$ cat src/rtl/operand_scoreboard_pkg.sv
// ---------------------------------------------------------------------------
// operand_scoreboard_pkg
// Shared CPU encodings for operand-use timing (tuse), result-ready timing
// (tnew), and the in-flight writer entry tracked by the operand scoreboard.
// ---------------------------------------------------------------------------
package operand_scoreboard_pkg;

    localparam int REG_W = 5;

    // Stage in which a source operand is consumed, counted from D.
    localparam logic [1:0] TUSE_D    = 2'd0;
    localparam logic [1:0] TUSE_E    = 2'd1;
    localparam logic [1:0] TUSE_M    = 2'd2;
    localparam logic [1:0] TUSE_NONE = 2'd3;

    // Cycles after entering E until a result exists.
    localparam logic [1:0] TNEW_E = 2'd0;
    localparam logic [1:0] TNEW_M = 2'd1;
    localparam logic [1:0] TNEW_W = 2'd2;

    typedef struct packed {
        logic             we;
        logic [REG_W-1:0] dst;
        logic [1:0]       cnt;
    } sb_entry_t;

    localparam sb_entry_t SB_EMPTY = '0;

    // Remaining-cycles counter ages by one stage, never below zero.
    function automatic logic [1:0] cnt_dec(input logic [1:0] c);
        return (c == 2'd0) ? 2'd0 : c - 2'd1;
    endfunction

    // An illegal tnew of 3 behaves like a load.
    function automatic logic [1:0] tnew_clamp(input logic [1:0] t);
        return (t > TNEW_W) ? TNEW_W : t;
    endfunction

endpackage

$ cat src/rtl/operand_scoreboard_forward.sv
// ---------------------------------------------------------------------------
// operand_forward
// Per-operand hazard lookup and forwarding mux.
// Ports:
//   ent_e_i/ent_m_i/ent_w_i  scoreboard entries of E, M, W
//   reg_i, tuse_i            source register and its use stage
//   grf_data_i               GRF read data for reg_i
//   fwd_e_i/fwd_m_i/fwd_w_i  per-stage result buses
//   value_o                  forwarded operand value
//   hazard_o                 operand cannot be supplied in time
// ---------------------------------------------------------------------------
module operand_forward
    import operand_scoreboard_pkg::*;
#(
    parameter int DW = 32
) (
    input  sb_entry_t        ent_e_i,
    input  sb_entry_t        ent_m_i,
    input  sb_entry_t        ent_w_i,
    input  logic [REG_W-1:0] reg_i,
    input  logic [1:0]       tuse_i,
    input  logic [DW-1:0]    grf_data_i,
    input  logic [DW-1:0]    fwd_e_i,
    input  logic [DW-1:0]    fwd_m_i,
    input  logic [DW-1:0]    fwd_w_i,
    output logic [DW-1:0]    value_o,
    output logic             hazard_o
);

    logic          hit;
    logic [1:0]    hit_cnt;
    logic [DW-1:0] hit_data;

    // Youngest matching writer wins, even when an older copy is already ready.
    always_comb begin
        hit      = 1'b0;
        hit_cnt  = 2'd0;
        hit_data = '0;
        if (ent_e_i.we && ent_e_i.dst == reg_i) begin
            hit      = 1'b1;
            hit_cnt  = ent_e_i.cnt;
            hit_data = fwd_e_i;
        end else if (ent_m_i.we && ent_m_i.dst == reg_i) begin
            hit      = 1'b1;
            hit_cnt  = ent_m_i.cnt;
            hit_data = fwd_m_i;
        end else if (ent_w_i.we && ent_w_i.dst == reg_i) begin
            hit      = 1'b1;
            hit_cnt  = ent_w_i.cnt;
            hit_data = fwd_w_i;
        end
    end

    // When 0 < cnt <= tuse the value is not yet valid, but a later stage
    // will re-forward it before use, so no stall is needed.
    always_comb begin
        value_o  = grf_data_i;
        hazard_o = 1'b0;
        if (tuse_i != TUSE_NONE && reg_i != '0 && hit) begin
            if (hit_cnt > tuse_i) begin
                hazard_o = 1'b1;
            end else if (hit_cnt == 2'd0) begin
                value_o = hit_data;
            end
        end
    end

endmodule

$ cat src/rtl/operand_scoreboard.sv
// ---------------------------------------------------------------------------
// operand_scoreboard
// D-stage operand scoreboard: drives the GRF read addresses, tracks the
// in-flight writers of E/M/W, returns forwarded rs/rt values and raises
// stall when an operand will not be ready when it is needed.
// Ports:
//   clk, reset                 clock, asynchronous active-high reset
//   issue_valid, dst, dst_we,
//   tnew                       D-stage instruction's write description
//   rs, rt, tuse_rs, tuse_rt   D-stage source operands and use stages
//   grf_a1/grf_a2              GRF read addresses (= rs/rt)
//   grf_rd1/grf_rd2            GRF asynchronous read data
//   fwd_e/m/w_data             result buses of E, M, W
//   rs_val/rt_val              forwarded operand values
//   stall                      hold PC/D, insert bubble into E
// ---------------------------------------------------------------------------
module operand_scoreboard
    import operand_scoreboard_pkg::*;
#(
    parameter int NREG = 32,
    parameter int DW   = 32
) (
    input  logic             clk,
    input  logic             reset,
    input  logic             issue_valid,
    input  logic [REG_W-1:0] rs,
    input  logic [REG_W-1:0] rt,
    input  logic [1:0]       tuse_rs,
    input  logic [1:0]       tuse_rt,
    input  logic [REG_W-1:0] dst,
    input  logic             dst_we,
    input  logic [1:0]       tnew,
    output logic [REG_W-1:0] grf_a1,
    output logic [REG_W-1:0] grf_a2,
    input  logic [DW-1:0]    grf_rd1,
    input  logic [DW-1:0]    grf_rd2,
    input  logic [DW-1:0]    fwd_e_data,
    input  logic [DW-1:0]    fwd_m_data,
    input  logic [DW-1:0]    fwd_w_data,
    output logic [DW-1:0]    rs_val,
    output logic [DW-1:0]    rt_val,
    output logic             stall
);

    sb_entry_t e_q, m_q, w_q;
    sb_entry_t e_d, m_d, w_d;
    logic      haz_rs, haz_rt;
    logic      dst_real;

    assign grf_a1 = rs;
    assign grf_a2 = rt;

    // Register 0 never creates a dependency; out-of-range numbers are ignored.
    assign dst_real = (dst != '0) && (int'({27'b0, dst}) < NREG);

    operand_forward #(.DW(DW)) u_fwd_rs (
        .ent_e_i    (e_q),
        .ent_m_i    (m_q),
        .ent_w_i    (w_q),
        .reg_i      (rs),
        .tuse_i     (tuse_rs),
        .grf_data_i (grf_rd1),
        .fwd_e_i    (fwd_e_data),
        .fwd_m_i    (fwd_m_data),
        .fwd_w_i    (fwd_w_data),
        .value_o    (rs_val),
        .hazard_o   (haz_rs)
    );

    operand_forward #(.DW(DW)) u_fwd_rt (
        .ent_e_i    (e_q),
        .ent_m_i    (m_q),
        .ent_w_i    (w_q),
        .reg_i      (rt),
        .tuse_i     (tuse_rt),
        .grf_data_i (grf_rd2),
        .fwd_e_i    (fwd_e_data),
        .fwd_m_i    (fwd_m_data),
        .fwd_w_i    (fwd_w_data),
        .value_o    (rt_val),
        .hazard_o   (haz_rt)
    );

    assign stall = ~reset & (haz_rs | haz_rt);

    // A stalled D instruction stays upstream; E receives a bubble instead.
    always_comb begin
        if (stall) begin
            e_d = SB_EMPTY;
        end else begin
            e_d.we  = issue_valid & dst_we & dst_real;
            e_d.dst = dst;
            e_d.cnt = tnew_clamp(tnew);
        end
        m_d     = e_q;
        m_d.cnt = cnt_dec(e_q.cnt);
        w_d     = m_q;
        w_d.cnt = cnt_dec(m_q.cnt);
    end

    // Old W retires each edge; the GRF takes over that value.
    always_ff @(posedge clk or posedge reset) begin
        if (reset) begin
            e_q <= SB_EMPTY;
            m_q <= SB_EMPTY;
            w_q <= SB_EMPTY;
        end else begin
            e_q <= e_d;
            m_q <= m_d;
            w_q <= w_d;
        end
    end

endmodule
$ cat config.mk
export PLATFORM = sky130hd
export DESIGN_NAME = operand_scoreboard
export DESIGN_NICKNAME = d
export VERILOG_FILES = /design/src/rtl/operand_scoreboard_pkg.sv /design/src/rtl/operand_scoreboard_forward.sv /design/src/rtl/operand_scoreboard.sv
export SDC_FILE = /design/constraint.sdc
export NUM_CORES = 1
export LEC_CHECK = 0
export ABC_CLOCK_PERIOD_IN_PS = 5260
export CAP_MARGIN = 20
export CORE_MARGIN = 4
export CORE_UTILIZATION = 35
export CTS_BUF_LIST = sky130_fd_sc_hd__clkbuf_2
export DETAILED_ROUTE_END_ITERATION = 12
export PLACE_DENSITY = 0.83
export SKIP_CTS_REPAIR_TIMING = 1
export SYNTH_ARGS = -nofsm -noshare
export SYNTH_HDL_FRONTEND = slang
export SYNTH_HIERARCHICAL = 1
export SYNTH_SLANG_ARGS = --single-unit
$ cat constraint.sdc
create_clock -name clk -period 5.26 [get_ports clk]
set_clock_uncertainty 0.15 [all_clocks]
set_input_delay 0.789 -clock clk [delete_from_list [all_inputs] [get_ports clk]]
set_output_delay 0.789 -clock clk [all_outputs]
set_load 0.005 [all_outputs]
==> results of run 1 <==
[state kept, by name, summed over array words and instances, names as in the netlist]
name,flops
e_q,8
m_q,8
w_q,8
[metal layers]
layer  GRT usage  vias to the layer above  routed length, um
met1       0.305                     2215               6660
li1            -                     2134                  -
met4       0.111                        0                937
met2       0.505                      252               9150
met5           0                        -                  0
met3      0.0522                       70               1390
[power by group]
part | switching [mW] | leakage, nW | internal (mW) | total [mW]
Combinational | 0.116 | 2.79 | 0.229 | 0.345
Clock | 0.0490 | 0.0140 | 0.0165 | 0.0655
Sequential | 0.0115 | 0.291 | 0.194 | 0.205
Total | 0.176 | 3.10 | 0.440 | 0.616
[through the flow]
step | worst slack (ns) | cell area [um2] | utilization | std cells | power [mW]
global placement | -0.303 | 6300 | 0.675 | 814 | 0.536
CTS | -0.390 | 6320 | 0.677 | 818 | 0.612
finish | 0.109 | 6840 | 0.734 | 840 | 0.616
floorplan | 0.745 | 3380 | - | 426 | 0.290
detailed placement | -0.378 | 6300 | 0.675 | 814 | 0.544
global route | -0.0142 | 6840 | 0.734 | 840 | 0.648
[cell families (layout without fill, tap and decap cells)]
| kind of cell | after synthesis | after routing | share of synthesized area |
|---|---|---|---|
| AOI/OAI and AO/OA | 146 | 146 | 0.296 |
| xor gates and xnor gates | 30 | 30 | 0.0777 |
| adders and majority gates | 4 | 4 | 0.0148 |
| buffers and inverters | 50 | 335 | 0.0733 |
| DFF | 24 | 24 | 0.178 |
| muxes | 64 | 64 | 0.213 |
| and+or+nand+nor | 108 | 108 | 0.148 |
[worst paths after layout]
check	to	depth (start not counted)
min in group asynchronous	e_q[0]	2
max	rs_val[0]	16
min reg2reg	m_q[7]	0
min	m_q[7]	0
max reg2reg	e_q[7]	14
max in group asynchronous	e_q[2]	2
[cell usage in the layout (no fill, tap or decap), types with 14 or more instances in the layout]
cell,synthesis,routed
o21ai_0,66,64
a22oi_1,66,66
dfrtp_1,24,24
dlymetal6s2s_1,0,71
buf_4,16,55
mux2_1,64,62
clkdlybuf4s50_1,0,187
xnor2_1,14,14
nand2_1,70,70
xor2_1,16,14
[Yosys cell counts (6+ instances only)]
cell | instances | area (um2)
buf_4 | 16 | 120
o21ai_0 | 66 | 330
nor2_1 | 6 | 22.5
xor2_1 | 16 | 140
a22oi_1 | 66 | 495
mux2_1 | 64 | 721
and2_1 | 9 | 56.3
nand2_1 | 70 | 263
dfrtp_1 | 24 | 601
xnor2_1 | 14 | 123
clkbuf_1 | 30 | 113
[layout make-up]
cell class	instances	area, um2	area share
Timing Repair Buffer	327	3420	0.500
Multi-Input combinational cell	352	2630	0.384
Sequential cell	24	601	0.0878
Tap cell	129	161	0.0236
Clock buffer	3	15.0	0.00219
Inverter	4	15.0	0.00219
Clock inverter	1	3.75	0.000548
==> results.sh, run 1 <==
export IMPL_syn_inst=426
export IMPL_synth_cell_types=30
export IMPL_clock_sinks=24
export IMPL_cts_path_max_buffers=2
export IMPL_drt_pre_antenna_iters=5
export IMPL_maxCapViolCount=0
export IMPL_fp_dieW_um=106
export IMPL_worst_pin_slew_ns=0.862
export IMPL_cp_slowest_cell="clkdlybuf4s50_1"
export IMPL_die_height_um=106
export IMPL_cts_made_buffers=3
export IMPL_wl_per_cell_um=21.6
export IMPL_io_buffers=259
export IMPL_path_buf_inv=5
export IMPL_antenna_found_initial=0
export IMPL_min_period_ns=5.15
export IMPL_placementRows=35
export IMPL_ant_nets=0
export IMPL_fmax_mhz=194
export IMPL_first_iter_violations=312
export IMPL_worstHoldStart="e_q[7]"
export IMPL_critPathCaptureType="output pin"
export IMPL_worstPathArrival_ns=4.21
export IMPL_grt_overflow_total=0
export IMPL_avgSynthCellArea_um2=7.94
export IMPL_core_area_mm2=0.00933
export IMPL_grt_pass1_vias=4732
export IMPL_io_pins=260
export IMPL_nNetsFinal=901
export IMPL_initial_utilization=0.363
export IMPL_nFillCells=709
export IMPL_grt_pass1_wl_mm=24.8
export IMPL_synth_seq_cells=24
export IMPL_leakagePower_nw=3.10
export IMPL_ys_seq_area_frac=0.178
export IMPL_hpwl_mm=13.5
export IMPL_synth_edf_count=0
export IMPL_synthFlopType="dfrtp_1"
export IMPL_cts_tree="built"
export IMPL_worstSetupStartpointType="input pin"
export IMPL_area_growth_pct=102
export IMPL_hold_ws_ns=0.294
export IMPL_root_buffer="clkbuf_2"
export IMPL_max_stage_delay_ns=0.46
export IMPL_crit_chain="dlymetal6s2s_1 > xor2_1 > nor4_2 > buf_4 > a311oi_4 > a221o_1 > and2_1 > ha_1 > nor2b_1 > o21ai_2 > o311ai_4 > a221oi_4 > buf_12 > buf_8 > mux2_1 > clkdlybuf4s50_1"
export IMPL_min_period_over_period=0.979
export IMPL_gp_congestion=0.922
export IMPL_power_density_mw_per_mm2=90.0
export IMPL_path_max_fanout=6
export IMPL_peakVddDrop_mv=0.181
export IMPL_drive_gt1_frac=0.127
export IMPL_critPathLaunch="rs[1]"
export IMPL_ys_warn_count=6
export IMPL_drt_wl_total_mm=18.1
export IMPL_reg2reg_slack_ns=2.02
export IMPL_antenna_cells=0
export IMPL_via_count=4671
export IMPL_finalSetupTns_ns=0
export IMPL_setup_viol=0
export IMPL_path_delay_family="buffers and inverters"
export IMPL_max_slew_margin_rel=0.424
export IMPL_async_reset_ff_frac=1.00
export IMPL_setup_worst_path_class="input pin to output pin"
export IMPL_clk_latency_ns=0.31
export IMPL_grt_total_usage=0.273
export IMPL_clkTransAtPathRegs_ns=0.20
export IMPL_syn_nets=615
export IMPL_rr_startpoint="m_q[4]"
export IMPL_drc=0
export IMPL_final_max_slew_viol_count=0
export IMPL_required_ns=4.32
export IMPL_grt_max_degree=51
export IMPL_die_area_mm2=0.0113
export IMPL_hold_viol=0
export IMPL_vias_per_cell=5.56
export IMPL_synth_cell_area_mm2=0.00338
export IMPL_status="finished clean"
export IMPL_cts_max_level=1
export IMPL_hold_path_class="flip-flop to flip-flop"
Power figures use the tool's default switching activity.
==> inputs of run 2 (changes only) <==
--- a/config.mk
+++ b/config.mk
@@ -13,6 +13,7 @@
 export DETAILED_ROUTE_END_ITERATION = 12
 export PLACE_DENSITY = 0.83
 export SKIP_CTS_REPAIR_TIMING = 1
+export SLEW_MARGIN = 10
 export SYNTH_ARGS = -nofsm -noshare
 export SYNTH_HDL_FRONTEND = slang
 export SYNTH_HIERARCHICAL = 1
==> results of run 2 <==
No change in the layout: final DEF, timing and power equal those of run 1.
